===== src/rtl/pong_match_controller.sv =====
// Pong game-flow sequencer: start-button edge detect, frame-tick timer,
// serve/play/pause/point/game-over sequencing, score and winner registers.
// Ports: clock, reset (async, active-high), frameTick, start_n, ballX[7:0] in;
//        ballReset, ballStep, paddleStep, serveDirection, leftScore[7:0],
//        rightScore[7:0], winner[1:0], gameOver, state[2:0] out.
module pong_match_controller #(
    parameter int WIN_SCORE      = 11,
    parameter int SERVE_TICKS    = 60,
    parameter int POINT_TICKS    = 90,
    parameter int GAMEOVER_TICKS = 300,
    parameter int X_LEFT_GOAL    = 5,
    parameter int X_RIGHT_GOAL   = 230
) (
    input  logic       clock,
    input  logic       reset,
    input  logic       frameTick,
    input  logic       start_n,
    input  logic [7:0] ballX,
    output logic       ballReset,
    output logic       ballStep,
    output logic       paddleStep,
    output logic       serveDirection,
    output logic [7:0] leftScore,
    output logic [7:0] rightScore,
    output logic [1:0] winner,
    output logic       gameOver,
    output logic [2:0] state
);

    typedef enum logic [2:0] {
        IDLE      = 3'd0,
        SERVE     = 3'd1,
        PLAY      = 3'd2,
        PAUSED    = 3'd3,
        POINT     = 3'd4,
        GAME_OVER = 3'd5
    } state_t;

    localparam logic [7:0] WIN     = 8'(WIN_SCORE);
    localparam logic [7:0] XL      = 8'(X_LEFT_GOAL);
    localparam logic [7:0] XR      = 8'(X_RIGHT_GOAL);
    localparam logic [9:0] SERVE_T = 10'(SERVE_TICKS);
    localparam logic [9:0] POINT_T = 10'(POINT_TICKS);
    localparam logic [9:0] OVER_T  = 10'(GAMEOVER_TICKS);

    state_t     cur;
    state_t     nxt;
    logic [9:0] timer;
    logic [9:0] timer_n;
    logic [7:0] left_n;
    logic [7:0] right_n;
    logic [7:0] left_inc;
    logic [7:0] right_inc;
    logic [1:0] win_n;
    logic       dir_n;
    logic       s1, s2, s3;
    logic       press;
    logic       goal_r;
    logic       goal_l;
    logic       goal;
    logic       expire;
    logic       timed;

    // Falling edge of the synchronised button.
    assign press     = s3 & ~s2;
    assign goal_r    = (ballX >= XR);
    assign goal_l    = (ballX <= XL);
    assign goal      = frameTick & (cur == PLAY) & (goal_r | goal_l);
    assign expire    = frameTick & (timer == 10'd1);
    assign timed     = (cur == SERVE) | (cur == POINT) | (cur == GAME_OVER);
    assign left_inc  = leftScore + 8'd1;
    assign right_inc = rightScore + 8'd1;

    always_comb begin
        nxt     = cur;
        timer_n = timer;
        left_n  = leftScore;
        right_n = rightScore;
        dir_n   = serveDirection;
        win_n   = winner;
        if (frameTick && timed && timer != 10'd0) begin
            timer_n = timer - 10'd1;
        end
        case (cur)
            IDLE: begin
                if (press) begin
                    nxt     = SERVE;
                    left_n  = 8'd0;
                    right_n = 8'd0;
                    win_n   = 2'b00;
                    dir_n   = 1'b1;
                    timer_n = SERVE_T;
                end
            end
            SERVE: begin
                if (expire) begin
                    nxt = PLAY;
                end
            end
            PLAY: begin
                // A goal on this tick swallows any coincident press.
                if (goal) begin
                    if (goal_r) begin
                        left_n = left_inc;
                        dir_n  = 1'b1;
                    end else begin
                        right_n = right_inc;
                        dir_n   = 1'b0;
                    end
                    if (goal_r && left_inc == WIN) begin
                        nxt     = GAME_OVER;
                        win_n   = 2'b10;
                        timer_n = OVER_T;
                    end else if (!goal_r && right_inc == WIN) begin
                        nxt     = GAME_OVER;
                        win_n   = 2'b01;
                        timer_n = OVER_T;
                    end else begin
                        nxt     = POINT;
                        timer_n = POINT_T;
                    end
                end else if (press) begin
                    nxt = PAUSED;
                end
            end
            PAUSED: begin
                if (press) begin
                    nxt = PLAY;
                end
            end
            POINT: begin
                if (expire) begin
                    nxt     = SERVE;
                    timer_n = SERVE_T;
                end
            end
            GAME_OVER: begin
                if (press) begin
                    nxt     = SERVE;
                    left_n  = 8'd0;
                    right_n = 8'd0;
                    win_n   = 2'b00;
                    dir_n   = 1'b1;
                    timer_n = SERVE_T;
                end else if (expire) begin
                    nxt = IDLE;
                end
            end
            default: begin
                nxt = IDLE;
            end
        endcase
    end

    always_ff @(posedge clock or posedge reset) begin
        if (reset) begin
            cur            <= IDLE;
            timer          <= 10'd0;
            leftScore      <= 8'd0;
            rightScore     <= 8'd0;
            winner         <= 2'b00;
            serveDirection <= 1'b1;
            ballReset      <= 1'b1;
            ballStep       <= 1'b0;
            paddleStep     <= 1'b0;
            s1             <= 1'b1;
            s2             <= 1'b1;
            s3             <= 1'b1;
        end else begin
            cur            <= nxt;
            timer          <= timer_n;
            leftScore      <= left_n;
            rightScore     <= right_n;
            winner         <= win_n;
            serveDirection <= dir_n;
            ballReset      <= !((nxt == PLAY) || (nxt == PAUSED));
            ballStep       <= frameTick & (cur == PLAY) & ~goal;
            paddleStep     <= frameTick & ((cur == SERVE) | (cur == PLAY));
            s1             <= start_n;
            s2             <= s1;
            s3             <= s2;
        end
    end

    assign gameOver = (cur == GAME_OVER);
    assign state    = cur;

endmodule


===== config.mk =====
export PLATFORM = sky130hd
export DESIGN_NAME = pong_match_controller
export DESIGN_NICKNAME = d
export VERILOG_FILES = /design/src/rtl/pong_match_controller.sv
export SDC_FILE = /design/constraint.sdc
export NUM_CORES = 1
export LEC_CHECK = 0
export BUFFER_PORTS_ARGS = -buffer_cell sky130_fd_sc_hd__buf_2
export CAP_MARGIN = 20
export CORE_AREA = 4 4 75 77
export DETAILED_ROUTE_END_ITERATION = 10
export DIE_AREA = 0 0 79 81
export PLACE_DENSITY = 0.79
export SLEW_MARGIN = 20
export SYNTH_ARGS = -nofsm -noshare
export SYNTH_HDL_FRONTEND = slang
export SYNTH_SLANG_ARGS = --single-unit

===== constraint.sdc =====
create_clock -name clock -period 2.65 [get_ports clock]
set_clock_uncertainty 0.1 [all_clocks]
set_input_delay 0.3975 -clock clock [delete_from_list [all_inputs] [get_ports clock]]
set_output_delay 0.3975 -clock clock [all_outputs]
set_load 0.05 [all_outputs]

# Yosys cells after proc, flatten, opt, wreduce, memory -nomap -nowiden
# Cells that the tools add are included.
# W data, S select, Z words.
# classes
mux	34
n_mul	0
eq_ne	15
shifts	0
magnitude_cmp	2
addsub	3
div_mod_pow	0
bitwise_logic	12
n_reduce_logical	15
# op_table
cell	count
$mux W10	4
$mux W8	5
$pmux W8 S2	2
$pmux W10 S3	1
$mux W3	8
$mux W9	2
$pmux W3 S6	1
$add A8 B1 Y8 const B	2
$eq A8 B4 Y1 const B	2
$eq A3 B2 Y1 const B	4
$reduce_and A4 Y1	3
$eq A10 B1 Y1 const B	1
$reduce_bool A10 Y1	1
$sub A10 B1 Y10 const B	1
$ge A8 B8 Y1 const B	1
$le A8 B3 Y1 const B	1
$mux W2	4
$and A1 B1 Y1	6
$eq A3 B3 Y1 const B	2
$ne A2 B2 Y1 const B	3
$mux W1	5
$logic_and A1 B1 Y1	4
$or A1 B1 Y1	4
$pmux W2 S2	1
11 further kinds	13
# word_totals
wordCells	93
out_inout_bits	26
ramBits	0
input_bits	12
rom_bits	0
mem_count	0
latchBits	0
regBits	38

# Depth between registers and ports, before layout
# depth
depth_word	10
ltp_mapped	7
depth_no_buf	7

# Least setup slack after synthesis
# Ideal clock, no wire load.
# synth_path
path_type	reg-to-output
start	register cur[0] (netlist: state[0])
end	output gameOver
arrival_time_ns	2.087
path_stages_with_launch	4
required_time_ns	2.152
n_path_buf	1
setup_slack_ns	0.065
path_cell_list	dfrtp_1 buf_2 inv_1 nor3_1
# synth_via
elab_chain_cells	1
# synth_lines
element	line	source
from (decl)	46	state_t cur;
from (signal assigned)	170	cur <= nxt;
$eq A3 B3 Y1	185	assign gameOver = (cur == GAME_OVER);
to (decl)	26	output logic gameOver,
# No other way between the ends.

# Worst setup path after layout
# layout_path
start	register leftScore[0]
end	register timer[4]
# layout_via
elab_chain_cells	6
# layout_lines
element	line	source
from (decl)	23	output logic [7:0] leftScore,
from (signal assigned)	172	leftScore <= left_n;
$add A8 B1 Y8	71	assign left_inc = leftScore + 8'd1;
$eq A8 B4 Y1	110	if (goal_r && left_inc == WIN) begin
$logic_and A1 B1 Y1	110	
$mux W9	110	
$mux W10	102	if (goal) begin
$pmux W10 S3	84	case (cur)
named net timer_n[4]	49	logic [9:0] timer_n;
to (signal assigned)	171	timer <= timer_n;
to (decl)	48	logic [9:0] timer;
# The timed path passes the listed nets, and every way through them passes these cells.
# A chain may end at the register's enable or synchronous reset.

==> results.toml <==
[grt]
grt_pass1_wl_um = 8840
grt_max_degree = 39
grt_antenna_before_repair = 0
grtUsageTotal_pct = 17.2
grt_overflow = 0
grt_pass1_vias = 1905

[die]
start_util_pct = 47.9
die_w_um = 79
num_rows = 26
fp.dieArea_mm2 = 0.00640
io_pins = 38
core_mm2 = 0.00501
die_h_um = 81

[clock_network]
hold_buffers = 0
cts_buffer_depth = 2
clk_pin_slew_worst_paths_ns = 0.07
cts_tree = "yes"
clk_latency_ns = 0.29
clock-sinks = 38
post_cts_resized = 0
cts_buffers = 5
cts-root-buf = "clkbuf_8"
post-cts-setup-buffers = 0
htree_levels = 2

[critical_path]
cp.required_ns = 2.71
crit_start = "leftScore[0]$_DFFE_PP0P_"
rrSetupSlack_ns = 0.38
cp-start-kind = "register"
end_kind = "register"
crit_path_max_fanout = 9
arrival_ns = 2.34
r2r_start = "leftScore[0]$_DFFE_PP0P_"
rr_worst_depth = 6
criticalPathCategory = "register to register"
reg2reg_to = "timer[4]$_DFF_PP0_"

[sta]
finalHoldViolations = 0
drv_slew = 0
worst_pin_slew_ns = 0.532
period_share_pct = 85.8
fmax_mhz = 440
min_period_ns = 2.27
finalWorstSetupSlack_ns = 0.377
fin_setup_tns_ns = 0
setup_violations = 0
rsz0062_at_grt = "false"
relSlewSlack_pct = 64.0

[placement]
pre_cts_ws_ns = 0.359
numPortBuffers = 36
place_congestion = 0.826
dp_hpwl_um = 3820

[power]
clock_power_share_pct = 24.3
power.static_leakage_nw = 1.19
combPwrFrac_pct = 35.1
powerDensity_mw_per_mm2 = 695
intPower_mw = 1.16
ir_worst_vdd_v = 0.000250
power.switching_mw = 0.743
p_sw_share_pct = 39.0
p_seq_share_pct = 40.6

[final_layout]
layout_commonest_cell = "buf_2"
most-common-layout-cells = "buf_2, dfrtp_1, nand2_1"
n_fill_cell = 497
multi_input_area_mm2 = 0.00133
layout.nets = 311
seq_area_um2 = 957
diodes = 0
layout-drive-gt1-share_pct = 22.9
area_growth_pct = 14.1

[logic_synthesis]
ys.flop_type = "dfrtp_1"
async_reset_ff_share_pct = 100
synth-seq-cells = 38
yosysUniqueCellTypes = 61
synth-edff-count = 0
syn_avg_cell_area_um2 = 9.37
yosysTopAreaCellShare_pct = 34.4
yosysTopAreaCell = "dfrtp_1"
synthTopCellsByArea = "dfrtp_1, dfstp_2, ha_1"
yosysSeqAreaShare_pct = 39.9
syn_inst = 256
syn-num-nets = 275
netlist_area_mm2 = 0.00240
ys_warn_count = 0

[detailed_routing]
route.detailed.drc = 0
wl_per_cell_um = 14.4
drt_wl_total_um = 5210
drt_iter0_drc = 143
drt_pre_antenna_iters = 4
via_per_inst = 5.77
ant_nets = 0
dr_total_vias = 2095

[run_status]
outcome = "complete, no violations"

[hold_path]
hp-class = "input port to asynchronous set/reset pin"

[flow_run]
cap_viol_max_count = 0
## power by group through the flow
stage / Clock (mW) / Combinational (mW) / Sequential (mW)
after detailed placement: 0 / 0.665 / 0.783
final: 0.462 / 0.668 / 0.772
after CTS: 0.477 / 0.671 / 0.771
after global placement: 0 / 0.650 / 0.777
after floorplan: 0 / 0.469 / 0.827
after global routing: 0.500 / 0.737 / 0.787
## cell usage after synthesis (3+ instances only)
master and instances:
dfrtp_1 33, nand2_1 21, nor2_1 15, o21ai_0 15, nand3_1 14, inv_1 12
nand4_1 8, ha_1 7, nor3_1 7, o21ai_1 7, a21oi_1 6, and3_1 6
a31oi_1 5, dfstp_2 5, o31ai_1 5, xnor2_1 5, and2_1 4, buf_2 4
mux2i_1 4, nor2b_1 4, xor2_1 4, a41oi_1 3, clkbuf_1 3, nor3b_1 3
nor4b_1 3, or2_1 3, or3_1 3
## registers in the layout, indices dropped and copies added (netlist names)
| name | count |
|---|---|
| serveDirection | 1 |
| s2 | 1 |
| winner | 2 |
| s1 | 1 |
| ballReset | 1 |
| rightScore | 8 |
| state | 3 |
| ballStep | 1 |
| paddleStep | 1 |
| s3 | 1 |
| leftScore | 8 |
| timer | 10 |
## critical path: stages, from the launching register on
cell and delay, ns:
dfrtp_1 0.50, ha_1 0.32, nand2_1 0.11, nor4b_1 0.38, o311ai_2 0.19, a2111oi_4 0.43
o21ai_1 0.12
## layout make-up
class / instances / area share (%)
Multi-Input combinational cell: 195 / 48.5
Sequential cell: 38 / 35.0
Timing Repair Buffer: 40 / 7.68
Clock buffer: 8 / 4.02
Tap cell: 70 / 3.20
Inverter: 12 / 1.65
## metal layers
layer | track usage [%] | wire length [um] | vias to the layer above
li1 | - | - | 1019
met1 | 22.4 | 2340 | 1015
met2 | 29.3 | 2570 | 52
met3 | 2.44 | 228 | 9
met4 | 6.53 | 76 | 0
met5 | 0 | 0 | -
## worst max path at each step
stage | endpoint | slack, ns
floorplan | gameOver | 0.07
global placement | timer[4]$_DFF_PP0_ | 0.47
detailed placement | timer[4]$_DFF_PP0_ | 0.36
CTS | timer[4]$_DFF_PP0_ | 0.34
global route | timer[4]$_DFF_PP0_ | 0.19
finish | timer[4]$_DFF_PP0_ | 0.38
## logic make-up after synthesis
| family | after synthesis | share of synthesized area [%] |
|---|---|---|
| AOI/OAI and AO/OA | 63 | 19.0 |
| xor gates and xnor gates | 9 | 3.29 |
| adders and majority gates | 7 | 3.65 |
| buffers and inverters | 23 | 4.75 |
| DFF | 38 | 39.9 |
| muxes | 5 | 2.14 |
| and+or+nand+nor | 111 | 27.2 |
## per-stage QoR
stage	power (mW)	hold WS (ns)	instances	util, %	cell area, um2
CTS	1.92	0.0940	363	54.6	2740
global route	2.02	0.0905	363	54.6	2740
detailed placement	1.45	0.248	355	52.4	2630
floorplan	1.30	0.245	256	-	2400
finish	1.90	0.105	363	54.6	2740
global placement	1.43	0.247	355	52.4	2630
Power figures use the tool's default switching activity.
